## config.mk

```make
export PLATFORM = sky130hd
export DESIGN_NAME = cpu_thermal_monitor
export DESIGN_NICKNAME = d
export VERILOG_FILES = /design/src/rtl/thermal_pkg.sv /design/src/rtl/thermal_stats.sv /design/src/rtl/cpu_thermal_monitor.sv
export SDC_FILE = /design/constraint.sdc
export NUM_CORES = 1
export LEC_CHECK = 0
export BUFFER_PORTS_ARGS = -buffer_cell sky130_fd_sc_hd__clkbuf_2
export CORE_MARGIN = 4
export CORE_UTILIZATION = 37
export DETAILED_ROUTE_END_ITERATION = 16
export GPL_TIMING_DRIVEN = 0
export HOLD_SLACK_MARGIN = 0.12
export PLACE_DENSITY_LB_ADDON = 0.25
export SYNTH_ARGS = -nofsm -noshare
export SYNTH_HDL_FRONTEND = slang
export SYNTH_SLANG_ARGS = --single-unit
export TNS_END_PERCENT = 10
```

## constraint.sdc

```tcl
create_clock -name clk -period 2.1 [get_ports clk]
set_input_delay 0.42 -clock clk [delete_from_list [all_inputs] [get_ports clk]]
set_output_delay 0.42 -clock clk [all_outputs]
set_load 0.03 [all_outputs]
```

## src/rtl/thermal_pkg.sv

```systemverilog
// thermal_pkg: state encoding and sample classification shared by the thermal monitor.
package thermal_pkg;
  typedef enum logic [1:0] {NORMAL, WARN, OVERHEATED, COOLING} state_t;
  typedef struct packed {
    logic hot;
    logic cool;
  } class_t;
  function automatic class_t classify(input int unsigned t, input int unsigned hot_th,
                                      input int unsigned cool_th);
    class_t c;
    c.hot  = t >= hot_th;
    c.cool = t < cool_th;
    return c;
  endfunction
endpackage

```

## src/rtl/thermal_stats.sv

```systemverilog
// thermal_stats: peak sample tracker and saturating trip counter for the thermal monitor.
module thermal_stats #(
  parameter int unsigned TEMP_W = 8,
  parameter int unsigned EVT_W  = 8
) (
  input  logic              clk,
  input  logic              resetn,
  input  logic              temp_valid,
  input  logic [TEMP_W-1:0] temp,
  input  logic              trip,
  output logic [TEMP_W-1:0] peak_temp,
  output logic [EVT_W-1:0]  trip_count
);
  always_ff @(posedge clk or negedge resetn)
    if (!resetn) begin
      peak_temp  <= '0;
      trip_count <= '0;
    end else begin
      if (temp_valid && temp > peak_temp) peak_temp <= temp;
      if (trip && trip_count != '1) trip_count <= trip_count + 1'b1;
    end
endmodule

```

## src/rtl/cpu_thermal_monitor.sv

```systemverilog
// cpu_thermal_monitor: hysteresis + debounce on raw temperature samples producing cpu_overheated.
// Optional THERMAL_STATS_EN adds peak_temp and trip_count.
module cpu_thermal_monitor
  import thermal_pkg::*;
#(
  parameter int unsigned TEMP_W      = 8,
  parameter int unsigned HOT_THRESH  = 95,
  parameter int unsigned COOL_THRESH = 80,
  parameter int unsigned HOT_CNT     = 4,
  parameter int unsigned COOL_CNT    = 8
`ifdef THERMAL_STATS_EN
  , parameter int unsigned EVT_W     = 8
`endif
) (
  input  logic              clk,
  input  logic              resetn,
  input  logic              temp_valid,
  input  logic [TEMP_W-1:0] temp,
  output logic              cpu_overheated,
  output logic              warn,
  output logic              trip_pulse,
  output logic              clear_pulse
`ifdef THERMAL_STATS_EN
  , output logic [TEMP_W-1:0] peak_temp,
  output logic [EVT_W-1:0]  trip_count
`endif
);
  localparam int unsigned CNT_MAX = HOT_CNT > COOL_CNT ? HOT_CNT : COOL_CNT;
  localparam int CW = $clog2(CNT_MAX + 1);
  localparam logic [CW-1:0] HOT_T  = CW'(HOT_CNT);
  localparam logic [CW-1:0] COOL_T = CW'(COOL_CNT);
  localparam logic [CW-1:0] ONE    = CW'(1);
  state_t state, nxt;
  logic [CW-1:0] cnt, nxt_cnt, cnt_inc;
  class_t c;
  logic trip, clear;
  assign c       = classify(32'(temp), HOT_THRESH, COOL_THRESH);
  assign cnt_inc = cnt + ONE;
  // Invalid cycles leave nxt == state, so pulses below need no temp_valid term.
  always_comb begin
    nxt     = state;
    nxt_cnt = cnt;
    if (temp_valid)
      case (state)
        NORMAL: if (c.hot) begin
          nxt     = (HOT_T == ONE) ? OVERHEATED : WARN;
          nxt_cnt = (HOT_T == ONE) ? '0 : ONE;
        end
        WARN: begin
          nxt     = !c.hot ? NORMAL : (cnt_inc == HOT_T) ? OVERHEATED : WARN;
          nxt_cnt = (!c.hot || cnt_inc == HOT_T) ? '0 : cnt_inc;
        end
        OVERHEATED: if (c.cool) begin
          nxt     = (COOL_T == ONE) ? NORMAL : COOLING;
          nxt_cnt = (COOL_T == ONE) ? '0 : ONE;
        end
        COOLING: begin
          nxt     = !c.cool ? OVERHEATED : (cnt_inc == COOL_T) ? NORMAL : COOLING;
          nxt_cnt = (!c.cool || cnt_inc == COOL_T) ? '0 : cnt_inc;
        end
        default: ;
      endcase
  end
  assign trip  = nxt == OVERHEATED && (state == NORMAL || state == WARN);
  assign clear = nxt == NORMAL && (state == OVERHEATED || state == COOLING);
  always_ff @(posedge clk or negedge resetn)
    if (!resetn) begin
      state          <= NORMAL;
      cnt            <= '0;
      cpu_overheated <= 1'b0;
      warn           <= 1'b0;
      trip_pulse     <= 1'b0;
      clear_pulse    <= 1'b0;
    end else begin
      state          <= nxt;
      cnt            <= nxt_cnt;
      cpu_overheated <= nxt == OVERHEATED || nxt == COOLING;
      warn           <= nxt == WARN;
      trip_pulse     <= trip;
      clear_pulse    <= clear;
    end
`ifdef THERMAL_STATS_EN
  thermal_stats #(.TEMP_W(TEMP_W), .EVT_W(EVT_W)) u_stats (
    .clk        (clk),
    .resetn     (resetn),
    .temp_valid (temp_valid),
    .temp       (temp),
    .trip       (trip),
    .peak_temp  (peak_temp),
    .trip_count (trip_count)
  );
`endif
endmodule
```

==> results.rst, run 1 <==
.. list-table::
   :header-rows: 1

   * - Metric
     - Value
   * - Status
     - finished clean
   * - Leading area contributor after synthesis
     - dfrtp_1
   * - P_leak
     - 0.0003240 µW
   * - Highest Clock Rate
     - 0.5287 GHz
   * - Via density per instance
     - 5.389
   * - Vias in the first global route
     - ~450
   * - Critical Path Slowest Stage Cell
     - dfrtp_1
   * - Clock tree from TritonCTS
     - done
   * - Skew-Pair Late Insertion Delay
     - 270 ps
   * - Global-route usage over all layers
     - 11.61%
   * - Share of the synthesized area in the top cell type
     - 43.10%
   * - Root buffer cell
     - clkbuf_4
   * - Pwr Total
     - 800.1 µW
   * - Launching element type of the critical path
     - register
   * - Antenna-violating nets left
     - 0
   * - Chip Height
     - 47.61 µm
   * - WS Path Type
     - reg -> reg
   * - 1st-iter DRT viols
     - 5
   * - Biggest fanout along the worst timing path
     - 6
   * - Register clock-pin slew on the reported worst setup and hold paths
     - 70 ps
   * - Count of inserted antenna diode cells
     - 0
   * - MaxCap Viol Count
     - 0
   * - Layout Utilization
     - 48.15%
   * - Final setup skew
     - 3.409 ps
   * - DRC violations left
     - 0
   * - Sequential fraction of the synthesis area
     - 43.10%
   * - Int Pwr
     - 493.2 µW
   * - Maximum vdd drop
     - 349.0 µV
   * - Largest net degree at the start of global routing
     - 11
   * - Power density over the cells
     - approximately 1100 nW/µm²
   * - Endpoint arrival time on the critical path
     - a little over 2000 ps
   * - Synthesized area
     - 580.6 µm²
   * - Critical path, cell by cell
     - ha_1 > or3b_4 > and2_1 > a32oi_2 > a2bb2oi_1 > o31ai_2
   * - CTS Sinks
     - 10
   * - Count of port buffers added during placement
     - 14
   * - Max-slew violations
     - 0
   * - Antenna violations before repair
     - 0
   * - Filler cell count
     - 142
   * - Share of cells above drive strength 1
     - 35.14%
   * - Routed wire per std cell
     - 12.68 µm
   * - Full die area
     - between 2000 and 2500 µm²
   * - Unrepaired setup endpoints after global routing
     - false
   * - I/O pin cnt
     - 15
   * - First-pass GRT wire length
     - 1828 µm
   * - Fin nets
     - 87
   * - Total count of hold-check failures in the final report
     - 0
   * - HPWL after detailed placement
     - 887.5 µm
   * - TNS Setup
     - 0 ps
   * - Multi-input combinational cell area
     - 326.6 µm²
   * - Number of CTS-inserted buffers
     - 3
   * - Count of yosys warnings during synthesis
     - 0
   * - Minimum setup slack in the final design
     - 208.6 ps
   * - Fraction of power spent switching nets
     - between 30% and 40%
   * - Post-synthesis sequential element count
     - 10
   * - Final critical delay including setup and external delays
     - 1891 ps
   * - Worst relative slew slack
     - about 75%
   * - Top cells by area, synth
     - dfrtp_1, a21oi_1, nor3b_4
   * - Routability Congestion
     - 0.7574
   * - Number of unique standard cell types used by synthesis
     - 35
   * - Number of nets in the synthesized netlist
     - between 60 and 70
   * - Worst Setup Slack post-DPL
     - around 220 ps
   * - Initial standard-cell utilization of the core
     - 38.99%
   * - Number of setup buffers added after CTS
     - 0
   * - Area growth from synthesis to layout
     - 23.49%
   * - Period utilisation layout
     - 90.07%
   * - Grt ovf
     - 0
   * - Sequential cell area in the final layout
     - 250.2 µm²
   * - Buffer levels on the longest clock path
     - 2
   * - Number of vias in the routed layout
     - 485
   * - Required time of the critical path
     - around 2300 ps
   * - Gate power share
     - about two fifths
   * - Mean instance size in the synthesized netlist
     - 10.56 µm²
   * - Wire length after detailed routing
     - between 1000 and 1500 µm
   * - Transition at the pin with the smallest max-transition slack
     - 373.6 ps
   * - Post-synthesis instance total
     - 55
   * - Critical Path Sink Type
     - register
   * - Worst Hold Class
     - in -> reg
   * - Core Rows
     - 14
   * - Die outline width
     - 47.61 µm
   * - Final-report setup violation count
     - 0
   * - Largest stage delay, worst path
     - 430 ps
   * - Sw power
     - 306.9 µW
   * - Initial DRT Pass Iterations
     - 4
   * - Clk network pwr share
     - 21.8%
   * - H-Tree Depth
     - 1
   * - Area inside the core boundary
     - approximately 1500 µm²
   * - Flop pwr share
     - 40.0%
==> final cells by class <==
class	count	area share, %
sequential	10	34.90
clock buffer	4	5.061
tap	16	2.792
timing repair buffer	15	11.17
inverter	1	0.5236
multi-input combinational	44	45.55
==> cell usage in the layout (no fill, tap or decap), types with 2 or more instances in the layout <==
cell type  count
o21ai_0        3
clkbuf_2      14
and2_1         2
dfrtp_1       10
nor2_1         3
clkbuf_4       3
nand2_1        4
a21oi_1        4
==> state kept, by name, indices dropped and copies added, names as in the netlist <==
name	flops
cnt	4
warn	1
trip_pulse	1
cpu_overheated	1
state	2
clear_pulse	1
==> Yosys cell counts, drive strengths merged <==
cell type,number
ha,1
o211ai,2
o31a,1
o21ai,4
a221oi,1
or2b,1
nand4,1
o22a,1
o21a,1
or2,1
a32oi,1
nor2,3
and3b,1
nor3,2
nand3,1
nand2,4
inv,1
o2bb2ai,1
or3b,1
o22ai,1
nor2b,1
dfrtp,10
a21oi,4
a22oi,1
o31ai,2
and2,3
a2bb2oi,1
a21boi,1
nand3b,1
nor3b,1
==> path summary, 6_finish.rpt <==
kind | startpoint | end | slack [ps] | cells past startpoint
min in group asynchronous | resetn | clear_pulse | 560 | 2
max in group asynchronous | resetn | state[0] | 1330 | 2
min | temp[7] | cpu_overheated | 520 | 3
max reg2reg | cnt[0] | cnt[3] | 210 | 6
min reg2reg | cnt[3] | cnt[3] | 560 | 1
max | cnt[0] | cnt[3] | 210 | 6
==> metrics by stage <==
step | hold slack (ps) | std cells | instance area, µm²
4_1_cts | 510.7 | 90 | 716.9
3_5_place_dp | 301.8 | 85 | 670.6
2_1_floorplan | 124.4 | 55 | 580.6
6_report | 515.9 | 90 | 716.9
3_3_place_gp | 296.0 | 85 | 670.6
5_1_grt | 533.9 | 90 | 716.9
==> layer usage <==
metal  wire (µm)  GRT usage (%)  up-vias
li1            -              -      252
met1         571          15.58      214
met2         490          16.58       17
met3          60          2.256        2
met4          19          8.065        0
met5           0              0        -
==> logic make-up after synthesis <==
| kind of cell | share of synthesized area (%) |
|---|---|
| AOI/OAI and AO/OA | 30.17 |
| adders and majority gates | 2.155 |
| buffers and inverters | 0.6459 |
| DFF | 43.10 |
| and+or+nand+nor | 23.92 |
==> power groups by stage <==
stage	Combinational [µW]	Clock (µW)	Sequential (µW)
detailed placement	304	0	324
floorplan	200	0	345
CTS	308	179	320
global route	336	183	328
finish	305	175	320
global placement	300	0	321
==> critical path: cells and delay by family, from the launching register on <==
kind,cells,cell delay (ps)
DFF,1,430
AOI/OAI and AO/OA,3,520
and+or+nand+nor,2,580
adders and majority gates,1,240
==> repair_timing <==
action / CTS / global route
resized for setup: 0 / 0
hold buffers: 1 / 0
endpoints found under the hold margin: 10 / 0
Power figures use the tool's default switching activity.
==> run 2, diff against run 1 <==
--- a/config.mk
+++ b/config.mk
@@ -12,6 +12,7 @@
 export GPL_TIMING_DRIVEN = 0
 export HOLD_SLACK_MARGIN = 0.12
 export PLACE_DENSITY_LB_ADDON = 0.25
+export SETUP_SLACK_MARGIN = 0.4
 export SYNTH_ARGS = -nofsm -noshare
 export SYNTH_HDL_FRONTEND = slang
 export SYNTH_SLANG_ARGS = --single-unit
==> results.rst, run 2 (synthesized netlist as in run 1, its figures left out) <==
.. list-table::
   :header-rows: 1

   * - Metric
     - Value
   * - Status
     - finished clean
   * - DRC violations left
     - 0
   * - Final-report setup violation count
     - 0
   * - Worst Setup Slack post-DPL
     - around 250 ps
   * - Filler cell count
     - between 100 and 150
   * - Root buffer cell
     - clkbuf_4
   * - Area growth from synthesis to layout
     - 35.56%
   * - Minimum setup slack in the final design
     - about 390 ps
   * - Worst Hold Class
     - in -> reg
   * - Biggest fanout along the worst timing path
     - 3
   * - Vias in the first global route
     - approximately 460
   * - Terminating pin of the worst hold path
     - cpu_overheated
   * - Largest net degree at the start of global routing
     - 11
   * - Fin nets
     - 92
   * - Number of cells after detailed placement
     - 85
   * - HPWL after detailed placement
     - 890.3 µm
   * - Number of CTS-inserted buffers
     - 3
   * - 1st-iter DRT viols
     - 7
   * - Initial standard-cell utilization of the core
     - 38.99%
   * - Initial DRT Pass Iterations
     - 4
   * - Worst r2r path cells
     - 6
   * - CTS Sinks
     - 10
   * - Largest stage delay, worst path
     - 400 ps
   * - Core Rows
     - 14
   * - Total count of hold-check failures in the final report
     - 0
   * - H-Tree Depth
     - 1
   * - P_leak
     - 0.0003524 µW
   * - Grt ovf
     - 0
   * - Final setup skew
     - 1.352 ps
   * - Critical Path Sink Type
     - register
   * - M2 GR Usage
     - between 15 and 20%
   * - Maximum vdd drop
     - 647.8 µV
   * - MaxCap Viol Count
     - 0
   * - Clock tree from TritonCTS
     - done
   * - Die outline width
     - 47.61 µm
   * - Area inside the core boundary
     - 1489 µm²
   * - Final critical delay including setup and external delays
     - 1707 ps
   * - Number of flip-flops in the largest register
     - 4
   * - Skew-Pair Late Insertion Delay
     - 270 ps
   * - Required time of the critical path
     - 2250 ps
   * - TNS Setup
     - 0 ps
   * - Antenna-violating nets left
     - 0
   * - Count of port buffers added during placement
     - 14
   * - Wire length after detailed routing
     - about 1300 µm
   * - Launching element type of the critical path
     - register
   * - Antenna violations before repair
     - 0
   * - Number of vias in the routed layout
     - 520
   * - Reg-to-reg slack, setup
     - ~390 ps
   * - Most frequent standard cell in the layout excluding fill and tap cells
     - clkbuf_2
   * - Hold path start
     - temp[7]
   * - Global-route usage over all layers
     - 12.54%
   * - Routability Congestion
     - 0.7725
   * - Count of inserted antenna diode cells
     - 0
   * - Commonest non-fill, non-tap cells in the layout
     - clkbuf_2, dfrtp_1, buf_4
   * - Highest Clock Rate
     - 0.5860 GHz
   * - Cell depth of the worst min-delay path
     - 3
   * - I/O pin cnt
     - 15
   * - Routed wire per std cell
     - 13.20 µm
   * - Global-route layer with the greatest usage
     - met2
   * - WS Path Type
     - reg -> reg
   * - Register clock-pin slew on the reported worst setup and hold paths
     - 70 ps
   * - First-pass GRT wire length
     - around 1900 µm
   * - Crit path buf inv count
     - 0
   * - Max-slew violations
     - 0
   * - Post-route insts no fill
     - 95
   * - Share of cells above drive strength 1
     - 44.30%
   * - Critical Path Slowest Stage Cell
     - dfrtp_1
   * - Biggest registers after layout
     - cnt: 4 flops, state: 2 flops
   * - Power density over the cells
     - 1120 nW/µm²
   * - Worst Hold Margin
     - between 500 and 600 ps
   * - Full die area
     - about 2300 µm²
   * - Endpoint arrival time on the critical path
     - between 1500 and 2000 ps
   * - Layout Utilization
     - 52.86%
   * - Gate family responsible for the most delay along the worst path
     - simple AND/OR/NAND/NOR gates
   * - Period utilisation layout
     - 81.26%
   * - Buffer levels on the longest clock path
     - 2
   * - Chip Height
     - 47.61 µm
   * - Unrepaired setup endpoints after global routing
     - true
   * - Via density per instance
     - 5.474
   * - Capturing point of the worst reg2reg path
     - cnt[3]
   * - Startpoint of the worst-slack reg-to-reg timing path
     - cnt[0]
   * - Critical path, cell by cell
     - ha_4 > or3b_4 > and2_4 > a32oi_2 > or2_1 > o31ai_2
   * - Transition at the pin with the smallest max-transition slack
     - 431.2 ps
   * - Routing usage on met3
     - 4.511%
   * - Worst relative slew slack
     - 71.01%
   * - Met1 track demand over resource in global routing
     - 16.97%
   * - Register with the most flip-flops
     - cnt
-- run 2: cell count changes in the layout (fill, tap and decap cells not counted), sizes merged --
cell	delta
buf	+5
-- run 2: final cells by class --
class / count / area, µm² / area share (%)
Tap cell: 16 / 20.02 / 2.544
Inverter: 1 / 3.754 / 0.4769
Multi-Input combinational cell: 44 / 359.1 / 45.63
Clock buffer: 4 / 36.28 / 4.610
Timing Repair Buffer: 20 / 117.6 / 14.94
Sequential cell: 10 / 250.2 / 31.80
-- run 2: repair_timing --
| action | CTS | global route |
|---|---|---|
| gates resized for setup | 2 | 2 |
| pin swaps | 4 | 1 |
| setup buffers | 4 | 1 |
| hold buffers | 1 | 0 |
| setup endpoints to repair | 4 | 4 |
| endpoints found under the hold margin | 10 | 0 |
-- run 2: how the worst max path moves through the flow --
| stage | end | cells past startpoint | start | slack (ps) |
|---|---|---|---|---|
| final | cnt[3] | 6 | cnt[0] | 390 |
| after global routing | cnt[3] | 6 | cnt[0] | 310 |
| after CTS | cnt[3] | 6 | cnt[0] | 380 |
| after detailed placement | cnt[2] | 6 | cnt[0] | 250 |
| after global placement | cnt[2] | 6 | cnt[0] | 240 |
| after floorplan | cnt[2] | 6 | cnt[0] | 400 |
-- run 2: power breakdown --
part / leakage (µW) / switching (µW) / internal (µW)
clock: 0.0000210 / 70.7 / 105
combinational: 0.000203 / 195 / 189
sequential: 0.000128 / 71.2 / 250
-- run 2: tightest hold or removal path, delay by kind of cell --
family / cells / cell delay [ps]
AO/OA/AOI/OAI: 1 / 130
AND/OR/NAND/NOR: 1 / 80
buffers and inverters: 1 / 130
-- run 2: stage by stage --
step | total power [µW] | instance area [µm²]
CTS | 870.4 | 768.2
global placement | 631.1 | 679.4
floorplan | 553.4 | 589.3
detailed placement | 634.4 | 679.4
finish | 881.1 | 787.0
global route | 937.3 | 787.0
-- run 2: routing by layer --
layer  vias to the layer above  part of all wire [%]
li1                        258                     -
met2                        17                    43
met5                         -                     0
met1                       241                    48
met3                         4                   7.3
met4                         0                   1.7
